`src/rtl/vga_win_pkg.sv`:
```
// vga_win_pkg: shared coordinate and window configuration types for the window detector
package vga_win_pkg;
    localparam int COORD_W    = 11;
    localparam int WIN_WIDTH  = 480;
    localparam int WIN_HEIGHT = 360;
    typedef logic [COORD_W-1:0] coord_t;
    typedef struct packed {
        coord_t x;
        coord_t y;
        logic   en;
    } win_cfg_t;
endpackage

```
`src/rtl/window_hit.sv`:
```
// window_hit: combinational hit test and window-relative coordinates for one window
module window_hit
    import vga_win_pkg::*;
#(
    parameter int WIDTH  = WIN_WIDTH,
    parameter int HEIGHT = WIN_HEIGHT
) (
    input  logic [COORD_W-1:0] hc,
    input  logic [COORD_W-1:0] vc,
    input  win_cfg_t           cfg,
    output logic               hit,
    output logic [COORD_W-1:0] rel_x,
    output logic [COORD_W-1:0] rel_y
);
    // far edges carry one extra bit so windows near the counter limit clip instead of wrapping
    logic [COORD_W:0] x_end, y_end;
    assign x_end = {1'b0, cfg.x} + (COORD_W+1)'(WIDTH);
    assign y_end = {1'b0, cfg.y} + (COORD_W+1)'(HEIGHT);
    assign hit   = cfg.en && hc >= cfg.x && {1'b0, hc} < x_end && vc >= cfg.y && {1'b0, vc} < y_end;
    assign rel_x = hc - cfg.x;
    assign rel_y = vc - cfg.y;
endmodule

```
`src/rtl/vga_window_array.sv`:
```
// vga_window_array: N_WIN programmable windows with frame-origin double buffering and priority select
module vga_window_array
    import vga_win_pkg::*;
#(
    parameter int N_WIN  = 2,
    parameter int CW     = COORD_W,
    parameter int WIDTH  = WIN_WIDTH,
    parameter int HEIGHT = WIN_HEIGHT,
    parameter int IDW    = 3
) (
    input  logic             clk,
    input  logic             rst,
    input  logic [CW-1:0]    hc,
    input  logic [CW-1:0]    vc,
    input  logic             cfg_we,
    input  logic [IDW-1:0]   cfg_idx,
    input  logic [CW-1:0]    cfg_x,
    input  logic [CW-1:0]    cfg_y,
    input  logic             cfg_en,
    output logic             visible,
    output logic [IDW-1:0]   win_id,
    output logic [N_WIN-1:0] win_hits,
    output logic [CW-1:0]    rel_x,
    output logic [CW-1:0]    rel_y,
    output logic             commit
);
    win_cfg_t          pending [N_WIN];
    win_cfg_t          active  [N_WIN];
    logic [N_WIN-1:0]  hits;
    logic [CW-1:0]     rx [N_WIN];
    logic [CW-1:0]     ry [N_WIN];
    logic [IDW-1:0]    sel;
    logic [CW-1:0]     sel_x, sel_y;
    logic              origin;
    assign origin = hc == '0 && vc == '0;
    for (genvar g = 0; g < N_WIN; g++) begin : g_win
        window_hit #(.WIDTH(WIDTH), .HEIGHT(HEIGHT)) u_hit (
            .hc(hc), .vc(vc), .cfg(active[g]),
            .hit(hits[g]), .rel_x(rx[g]), .rel_y(ry[g])
        );
    end
    // descending scan so the lowest hitting index is the last assignment
    always_comb begin
        sel   = '0;
        sel_x = '0;
        sel_y = '0;
        for (int i = N_WIN - 1; i >= 0; i--) begin
            if (hits[i]) begin
                sel   = IDW'(i);
                sel_x = rx[i];
                sel_y = ry[i];
            end
        end
    end
    // a write landing on the origin cycle misses this commit because active samples the old pending
    always_ff @(posedge clk) begin
        if (rst) begin
            for (int i = 0; i < N_WIN; i++) begin
                pending[i] <= '0;
                active[i]  <= '0;
            end
            visible  <= 1'b0;
            win_id   <= '0;
            win_hits <= '0;
            rel_x    <= '0;
            rel_y    <= '0;
            commit   <= 1'b0;
        end else begin
            for (int i = 0; i < N_WIN; i++) begin
                if (cfg_we && cfg_idx == IDW'(i)) pending[i] <= '{x: cfg_x, y: cfg_y, en: cfg_en};
                if (origin) active[i] <= pending[i];
            end
            visible  <= |hits;
            win_id   <= sel;
            win_hits <= hits;
            rel_x    <= sel_x;
            rel_y    <= sel_y;
            commit   <= origin;
        end
    end
endmodule

```
`config.mk`:
```
export PLATFORM = sky130hd
export DESIGN_NAME = vga_window_array
export DESIGN_NICKNAME = d
export VERILOG_FILES = /design/src/rtl/vga_win_pkg.sv /design/src/rtl/window_hit.sv /design/src/rtl/vga_window_array.sv
export SDC_FILE = /design/constraint.sdc
export NUM_CORES = 1
export LEC_CHECK = 0
export BUFFER_PORTS_ARGS = -buffer_cell sky130_fd_sc_hd__buf_2
export CAP_MARGIN = 0
export CORE_ASPECT_RATIO = 1.75
export CORE_MARGIN = 2
export CORE_UTILIZATION = 31
export DETAILED_ROUTE_END_ITERATION = 12
export GPL_TIMING_DRIVEN = 0
export PLACE_DENSITY = 0.45
export SETUP_SLACK_MARGIN = 0.1
export SLEW_MARGIN = 20
export SYNTH_ARGS = -nofsm -noshare
export SYNTH_HDL_FRONTEND = slang
export SYNTH_HIERARCHICAL = 1
export SYNTH_SLANG_ARGS = --single-unit
```
`constraint.sdc`:
```
create_clock -name clk -period 6.3 [get_ports clk]
set_clock_uncertainty 0.15 [all_clocks]
set_input_delay 1.26 -clock clk [delete_from_list [all_inputs] [get_ports clk]]
set_output_delay 1.26 -clock clk [all_outputs]
set_load 0.005 [all_outputs]
```
# Word-level counts from Yosys, hierarchy flattened
# Memories as Yosys holds them, arrays and structs flattened.
# Index checks and enable logic that the tools add are counted.
# totals
ramBits	92
mem_count	2
out_inout_bits	29
reg_bits	29
in_bits	51
# classes
mux	20
bitwise_logic	4
magnitude_cmp	8
n_addsub	8
eq_ne	1
reduce_logical	16
# mem_list
memory	depth	word_bits	rd	rd_ports_with_merged_regs	wr	line	rtl
active	2	23	2	0	2	vga_window_array.sv:28	win_cfg_t active [N_WIN];
pending	2	23	2	0	2	vga_window_array.sv:27	win_cfg_t pending [N_WIN];
# ops
operator	n
23-bit 2-to-1 mux	4
11-bit by 9-bit adder with 12-bit output (second input constant)	4
11-bit by 12-bit < comparator with 1-bit output	4
11-bit greater-or-equal comparator	4
11-bit 2-to-1 mux	4
11-bit subtractor	4
11-bit zero test	2
1-bit 2-to-1 mux	12
1-bit logical AND	11
1-bit OR	4
2-bit OR reduction	2
3-bit by 1-bit equality test with 1-bit output (second input constant)	1
3-bit zero test	1

# Longest topological paths before layout
# Gate-level depths: netlist (run 1).
# An unclocked memory read counts as a cell.
# depth
word_depth	8
mapped_depth	14
depth_no_buf	13

# By module
# Netlist (run 1), hierarchy kept.
# modules_own_cells
module	area_each_um2	n_inst	seq_area_each_um2	cells_per_inst
vga_window_array	4443.0	1	3303.2	300
window_hit (g_win[1].u_hit)	1579.0	1	0.0	222
window_hit (g_win[0].u_hit)	1544.0	1	0.0	216

# Worst setup path before layout (run 1)
# OpenSTA, ideal clock, no wires.
# synth_path
path_kind	input -> register
start	input port hc[4]
end	memory active[0][0] (netlist bit), enable pin
t_arrival_ns	4.209
path_buffers	2
stages	5
slack_ns	1.482
path_cell_list	nor4_1 nand4_1 buf_2 buf_4 o21bai_1
# synth_rtl
element	line	rtl
start: declaration	vga_window_array.sv:13	input logic [CW-1:0] hc,
end: declaration	vga_window_array.sv:28	

# Worst setup path after layout (run 1)
# layout_path
start	input port hc[0]
end	register rel_x[9]
# layout_rtl
element	line	rtl
11-bit greater-or-equal comparator	window_hit.sv:19	assign hit = cfg.en && hc >= cfg.x && {1'b0, hc} < x_end && vc >= cfg.y && {1'b0, vc} < y_end;
1-bit logical AND	window_hit.sv:19	
1-bit logical AND * (3 in series)	window_hit.sv:19	
via hits[0]	vga_window_array.sv:29	logic [N_WIN-1:0] hits;
11-bit 2-to-1 mux *	vga_window_array.sv:48	if (hits[i]) begin
end signal: assignment	vga_window_array.sv:76	rel_x <= sel_x;
end: declaration	vga_window_array.sv:23	output logic [CW-1:0] rel_x,
# Mark *: on every way through the listed nets, which the timed path passes. The rest lies on a longest branch.
# A chain may end at the register's enable or synchronous reset.

==> key figures, run 1 <==
Place
  • Worst slack at placement: 1.63 ns
  • Placer congestion estimate: 0.807
  • PortBufs: 76
  • Final HPWL DP: 15.2 mm

Setup path
  • Max stage delay cell, worst path: clkbuf_1
  • Req. time, crit path: 6.51 ns
  • Startpoint types: input pin
  • R2R depth: 13
  • FF-to-FF End: rel_x[9]
  • Crit path cell chain: buf_2, inv_1, ha_1, inv_1, fa_1, a211oi_2, nor2_1, o311a_1, o21ai_0, a21oi_1, nor3_1, nor2b_1, clkbuf_1, a22o_1
  • Critical Path Fanout Max: 10
  • Critical Path Sink: rel_x[9]
  • CP max stage delay: 0.47 ns
  • R2r setup slk: 2.18 ns
  • CP startpoint: hc[0]
  • Crit Path Class: input pin to flip-flop
  • CP dominant cell by count: inv_1
  • CP Buf/Inv Count: 4
  • Stages on the worst setup path: 14
  • CP endpoint kind: flip-flop
  • Cell family with most CP delay: compound AO/OA/AOI/OAI gates
  • RR Startpoint: active[0][4]
  • WP data arrival: 4.42 ns

Synth
  • Yosys warnings: 6
  • Distinct cell type count after synthesis: 59
  • Largest cells by area after synthesis: edfxtp_1 (37%), ha_1 (13%), dfxtp_1 (7.1%)
  • Mapped Cells: 738
  • Post-synth top area share: between 30% and 40%
  • Avg Cell Area, Syn: 10.3 um^2
  • Synth Register Bits: around 120
  • Number of flops mapped to enable cells by yosys: 92
  • Synth Cell Area: 7570 um^2
  • FFs w/ async S/R, synth: 0%
  • Sequential share of the synthesized area: a little over two fifths
  • Most used DFF post-synth: edfxtp_1
  • Post-synth top area cell: edfxtp_1

Power and ir drop
  • P_sw: around 0.00055 W
  • Max IR drop VDD: 0.000174 V
  • Internal power: 0.00154 W
  • Sw frac: 26.2%
  • Seq pwr share: 42.6%
  • Lkg Pwr: 3.69 nW
  • Tot Pwr: 0.00209 W
  • Power per Cell Area: ~230 nW/um^2
  • Gate power share: 14.7%
  • Clock network power share: a little over two fifths

Clocking
  • Num Clock Sinks: 119
  • CTS tree: built
  • Num CTS Buffers: 17
  • Post-CTS setup buffers: 0
  • Root buf cell: clkbuf_16
  • Worst-Skew Late Latency: 0.42 ns
  • # resized after CTS: 0
  • CTS Hold Bufs: 0
  • Worst-path clk slew: 0.06 ns
  • Clk buf depth: 2
  • H-tree lvl count: 4

Run status
  • Run status: finished clean

Route
  • WL/cell: 15.8 um
  • Vias: 5419
  • Drt drc: 0
  • Initial DRC count: 252
  • Vias/cell: between 4 and 5
  • Routed Wire Length: 18.3 mm
  • Detail Route Antenna Nets: 0
  • Drt pass-1 iters: 4

Timing
  • Max Freq: 237 MHz
  • Hold Vio Cnt, Final: 0
  • RSZ-0062 raised after global routing: false
  • Final setup fails: 0
  • Tcrit/Tclk final: about two thirds
  • Slew HR: between 40% and 50%
  • Final setup margin: 2.09 ns
  • Count of pins over their slew limit: 0
  • Worst-margin pin slew: 0.761 ns
  • Final min period: 4.21 ns

GRT
  • Vias in the first global route: 5658
  • GRT Total Usage: 15.1%
  • Largest net degree at the start of global routing: 27
  • First-pass GRT wire length: 29.5 mm
  • Initial antenna violation count: 0
  • Remaining Overflow, GRT: 0

Hold path
  • Hold Path Class: flip-flop to flip-flop
  • Hold path start: pending[0][22]

Final layout
  • Synth-to-Final Area Change: 18.1%
  • ANT cells: 0
  • Post-layout nets: 966
  • Filler cells: 2471
  • Share of layout cells above drive strength 1: 17.0%

Floorplanning
  • Initial core utilization: a little under a third
  • Full die area: 25700 um^2
  • Die width: 122 um
  • Core area: 24000 um^2
  • Die Ht: between 200 and 250 um
  • Site Rows: between 70 and 80
  • I/O pins: 80

Flow run
  • Max cap viols: 0
how the worst min path moves through the flow:
stage          depth (start not counted)  slack, ns             to
2_1_floorplan                          2       0.44   active[0][0]
3_3_place_gp                           2       0.46  active[0][26]
3_5_place_dp                           2       0.45   active[0][6]
4_1_cts                                2       0.47   active[0][6]
5_1_grt                                2       0.49  active[0][40]
6_report                               2       0.47  active[0][22]
through the flow:
stage / TNS (ns) / instances / hold WS [ns] / utilization, % / cell area (um^2)
floorplan: 0 / 739 / 0.445 / - / 7570
global placement: -0.899 / 1123 / 0.463 / 34.7 / 8340
detailed placement: 0 / 1124 / 0.453 / 35.0 / 8400
CTS: 0 / 1156 / 0.470 / 37.2 / 8940
global route: 0 / 1156 / 0.489 / 37.2 / 8940
finish: 0 / 1156 / 0.466 / 37.2 / 8940
worst min-delay path, stage by stage, from the launching register on:
cell and delay [ns]:
edfxtp_1 0.35, inv_1 0.06, nor4_1 0.04
cell families (layout without fill, tap and decap cells):
family | count (synthesis) | in the layout | synth area share, %
simple gates | 200 | 200 | 15.9
compound gates | 153 | 153 | 14.1
buf+inv | 137 | 246 | 7.08
mux | 1 | 1 | 0.149
flops | 119 | 119 | 43.7
other cells | 1 | 2 | 0.0496
xor+xnor | 47 | 47 | 5.44
fa+ha+maj | 80 | 80 | 13.6
cell usage in the layout (no fill, tap or decap), types with 7 or more instances in the layout:
master     synthesis  final
inv_1            113    113
edfxtp_1          92     92
buf_2              5     81
ha_1              76     76
a21oi_1           39     39
xnor2_1           37     37
nor2_1            35     35
nor4_1            35     35
and2_1            27     27
dfxtp_1           27     27
o21ai_0           23     23
a22o_1            22     22
nand2_1           21     21
nor4_2            18     18
clkbuf_16          0     17
clkbuf_1          13     15
nand3_1           14     14
nor3_1            13     13
a21o_1            11     11
nor2b_1           10     10
xor2_1            10     10
a211oi_1           9      9
nand4_1            7      7
o21a_1             7      7
synth_stat cells (13+ instances only):
master,instances
nor3_1,13
nand3_1,14
a21oi_1,39
nor4_1,35
and2_1,27
ha_1,76
nand2_1,21
a22o_1,22
xnor2_1,37
dfxtp_1,27
edfxtp_1,92
inv_1,113
clkbuf_1,13
nor4_2,18
o21ai_0,23
nor2_1,35
state kept, by name, indices dropped and copies added, names as in the netlist:
name and flops:
active 46, win_hits 2, rel_x 11, visible 1, pending 46, win_id 1, commit 1, rel_y 11
metal layers:
layer | routed length, um | up-vias | track usage (%)
met5 | 0 | - | 0
met4 | 338 | 0 | 5.35
met3 | 485 | 21 | 2.65
met2 | 10100 | 85 | 28.7
met1 | 7420 | 2459 | 16.5
li1 | - | 2854 | -
area by class of cell:
type,count,area [um^2],share of cell area (%)
clock inverters,13,108,1.20
flip-flops and latches,119,3300,37.0
clock buffers,19,433,4.84
inverters,113,424,4.75
repair buffers,77,408,4.56
well taps,308,385,4.31
plain buffers,24,111,1.25
multi-input cells,483,3760,42.1
power groups by stage:
stage	Clock (W)	Combinational, W	Sequential (W)
after global placement	0	0.000306	0.000906
final	0.000892	0.000307	0.000888
after CTS	0.000910	0.000312	0.000889
after floorplan	0	0.000211	0.000903
after detailed placement	0	0.000311	0.000905
after global routing	0.000949	0.000348	0.000891
No activity file was read; power rests on OpenSTA's default activity.
==> run 2: changes to the inputs <==
--- a/config.mk
+++ b/config.mk
@@ -5,6 +5,7 @@
 export SDC_FILE = /design/constraint.sdc
 export NUM_CORES = 1
 export LEC_CHECK = 0
+export ABC_AREA = 1
 export BUFFER_PORTS_ARGS = -buffer_cell sky130_fd_sc_hd__buf_2
 export CAP_MARGIN = 0
 export CORE_ASPECT_RATIO = 1.75
==> constraint.sdc (replaced) <==
create_clock -name clk -period 4.1 [get_ports clk]
set_clock_uncertainty 0.15 [all_clocks]
set_input_delay 0.82 -clock clk [delete_from_list [all_inputs] [get_ports clk]]
set_output_delay 0.82 -clock clk [all_outputs]
set_load 0.005 [all_outputs]
==> key figures, run 2 <==
Power and ir drop
  • Internal power: 0.00244 W (+58%)
  • Gate power share: 14.4% (-0.3 points)
  • Tot Pwr: 0.00333 W (+60%)
  • Power per Cell Area: 358 nW/um^2 (+53%)
  • Sw frac: 26.8% (+0.60 points)
  • P_sw: 0.000893 W (+63%)
  • Lkg Pwr: 4.47 nW (+21%)
  • Seq pwr share: 40.9% (-1.7 points)
  • Max IR drop VDD: 0.000287 V (+64%)
  • Clock network power share: 44.7% (+2.0 points)

Clocking
  • CTS tree: built
  • # resized after CTS: 0 (unchanged)
  • Num CTS Buffers: 17 (unchanged)
  • Clk buf depth: 2 (unchanged)
  • Worst-path clk slew: 0.06 ns (about the same)
  • Worst-Skew Late Latency: 0.42 ns (about the same)
  • Num Clock Sinks: 119 (unchanged)
  • Root buf cell: clkbuf_16
  • Post-CTS setup buffers: 0 (unchanged)
  • H-tree lvl count: 4 (unchanged)
  • CTS Hold Bufs: 0 (unchanged)

Setup path
  • Crit path cell chain: ha_1, nor2_1, nand2_1, nand2_1, nand2_2, xor2_1, ha_1, a21oi_1, nand3b_1, nand2_1, nor2_1, nand2_1, nor2_1, inv_1, nor2_1, clkbuf_1, a22o_1
  • R2r setup slk: 0.63 ns (-1.55 ns)
  • Critical Path Fanout Max: 10 (unchanged)
  • Crit Path Class: flip-flop to flip-flop
  • WP data arrival: 3.68 ns (-0.74 ns)
  • Startpoint types: flip-flop
  • Max stage delay cell, worst path: clkbuf_1
  • CP max stage delay: 0.50 ns (+0.03 ns)
  • RR Startpoint: active[0][4]
  • Req. time, crit path: 4.31 ns (-2.20 ns)
  • CP endpoint kind: flip-flop
  • FF-to-FF End: rel_x[7]
  • Critical Path Sink: rel_x[7]
  • CP startpoint: active[0][4]
  • R2R depth: 17 (+4)

Route
  • Drt pass-1 iters: 4 (unchanged)
  • Vias: 5630 (+3.9%)
  • Routed Wire Length: 17.9 mm (-2.4%)
  • WL/cell: 13.6 um (-14%)
  • Drt drc: 0 (unchanged)
  • Detail Route Antenna Nets: 0 (unchanged)
  • Vias/cell: 4.28 (-8.7%)
  • Initial DRC count: 263 (+4.4%)

Final layout
  • Fin util: 37.0% (-0.19 points)
  • Commonest cells after routing, fill and taps aside: inv_1 (180), nand2_1 (144), nor2_1 (97)
  • Register Area: 3300 um^2 (unchanged)
  • Biggest regs: active: 46 flops, pending: 46 flops
  • Footprint of the multi-input gates: 3800 um^2 (+0.86%)
  • Share of layout cells above drive strength 1: 18.1% (+1.1 points)
  • Filler cells: 2596 (+5.1%)
  • ANT cells: 0 (unchanged)
  • Synth-to-Final Area Change: 17.8%
  • Commonest non-fill, non-tap cell in the layout: inv_1
  • Post-layout nets: 1118 (+16%)

Synth
  • Largest cells by area after synthesis: edfxtp_1 (35%), ha_1 (12%), inv_1 (8.5%)
  • Synth Cell Area: 7900 um^2 (+4.5%)
  • Post-synth top area cell: edfxtp_1
  • Post-synth top area share: 35.0% (-1.6 points)
  • Sequential share of the synthesized area: 41.8% (-1.9 points)
  • Number of flops mapped to enable cells by yosys: 92 (unchanged)
  • Most common library cells after synthesis: inv_1 (180), nand2_1 (145), nor2_1 (97)
  • Most used DFF post-synth: edfxtp_1
  • FFs w/ async S/R, synth: 0% (unchanged)
  • Synth Register Bits: 119 (unchanged)
  • Top-count cell post-synth: inv_1
  • Distinct cell type count after synthesis: 41 (-31%)
  • Yosys warnings: 6 (unchanged)
  • Avg Cell Area, Syn: 8.89 um^2 (-13%)
  • Mapped Cells: 889 (+20%)

GRT
  • GRT Total Usage: 13.9% (-1.2 points)
  • Largest net degree at the start of global routing: 25 (-7.4%)
  • Initial antenna violation count: 0 (unchanged)
  • Remaining Overflow, GRT: 0 (unchanged)
  • First-pass GRT wire length: 29.2 mm (-0.82%)
  • Vias in the first global route: 5933 (+4.9%)

Timing
  • Slew HR: 30.4% (-19 points)
  • RSZ-0062 raised after global routing: false
  • Final min period: roughly 3.5 ns
  • Hold Vio Cnt, Final: 0 (unchanged)
  • Count of pins over their slew limit: 0 (unchanged)
  • TNS Setup: 0 ns (unchanged)
  • Worst-margin pin slew: 1.04 ns (+0.280 ns)
  • Max Freq: 288 MHz
  • Final setup fails: 0 (unchanged)
  • Tcrit/Tclk final: between 80% and 90%

Place
  • Placer congestion estimate: 0.866 (+7.2%)
  • PortBufs: 77 (+1.3%)
  • Final HPWL DP: 14.9 mm (-2.2%)

Floorplanning
  • Full die area: 26800 um^2 (+4.4%)
  • Core area: 25100 um^2 (+4.7%)
  • I/O pins: 80 (unchanged)
  • Site Rows: 77 (+2.7%)
  • Die width: 125 um (+2.1%)
  • Initial core utilization: 31.4% (-0.062 points)
  • Die Ht: 215 um (+2.2%)

Hold path
  • Hold Path Class: flip-flop to flip-flop

Run status
  • Run status: finished clean

Flow run
  • Max cap viols: 0 (unchanged)
==> run 2: cell types whose count changed after synthesis, sizes merged, moves of 10 or more <==
cell and delta:
nand2 +135, and2 -25, nor4 -53, xnor2 -26, nor2 +93, nor2b -10, inv +72, nand3 +24
xor2 +29
==> run 2: cell type report <==
| class | count | area share [%] |
|---|---|---|
| Multi-Input combinational cell | 573 | 40.8 |
| Clock buffer | 19 | 4.76 |
| Buffer | 13 | 1.24 |
| Sequential cell | 119 | 35.5 |
| Clock inverter | 13 | 1.57 |
| Tap cell | 316 | 4.25 |
| Timing Repair Buffer | 78 | 4.44 |
| Inverter | 185 | 7.46 |
==> run 2: layer usage <==
metal  track usage [%]  up-vias  wire length (um)
met5                 0        -                 0
met4              5.84        0               426
met2              25.6       92              9450
met3              2.86       20               462
met1              15.4     2467              7540
li1                  -     3051                 -
==> run 2: power by group through the flow <==
stage               registers, W  clock network [W]  logic, W
finish                   0.00136            0.00149  0.000480
global placement         0.00139                  0  0.000481
global route             0.00137            0.00158  0.000549
floorplan                0.00138                  0  0.000339
CTS                      0.00136            0.00153  0.000488
detailed placement       0.00139                  0  0.000486
==> run 2: cells by family (layout without fill, tap and decap cells) <==
group / count (synthesis) / in the layout / share of synthesized area, %
buffers and inverters: 198 / 308 / 10.2
AO/OA/AOI/OAI: 96 / 96 / 8.41
AND/OR/NAND/NOR: 345 / 345 / 20.9
adder cells (fa/ha/maj): 80 / 80 / 13.0
flip-flops: 119 / 119 / 41.8
XOR/XNOR: 50 / 50 / 5.54
other: 1 / 2 / 0.0474
==> run 2: worst min path at each step <==
stage / start / to / slack [ns] / cells after the start
floorplan: pending[0][0] / active[0][0] / 0.37 / 2
global placement: pending[0][9] / active[0][9] / 0.38 / 2
detailed placement: pending[0][3] / active[0][3] / 0.39 / 2
CTS: pending[0][3] / active[0][3] / 0.40 / 2
global route: pending[0][25] / active[0][25] / 0.44 / 2
finish: pending[0][3] / active[0][3] / 0.40 / 2
==> run 2: through the flow <==
| stage | hold WS (ns) | cell area, um^2 | worst slack [ns] | instances |
|---|---|---|---|---|
| 2_1_floorplan | 0.369 | 7910 | 1.20 | 890 |
| 3_3_place_gp | 0.383 | 8690 | 0.289 | 1283 |
| 3_5_place_dp | 0.385 | 8720 | 0.306 | 1284 |
| 4_1_cts | 0.401 | 9310 | 0.520 | 1316 |
| 5_1_grt | 0.437 | 9310 | 0.299 | 1316 |
| 6_report | 0.397 | 9310 | 0.631 | 1316 |
==> run 2: critical path: cells and delay by family, from the launching register on <==
family | cells | cell delay (ns)
adder cells (fa/ha/maj) | 2 | 0.55
XOR/XNOR | 1 | 0.14
flip-flops | 1 | 0.44
AND/OR/NAND/NOR | 10 | 1.16
buffers and inverters | 2 | 0.57
AO/OA/AOI/OAI | 2 | 0.39
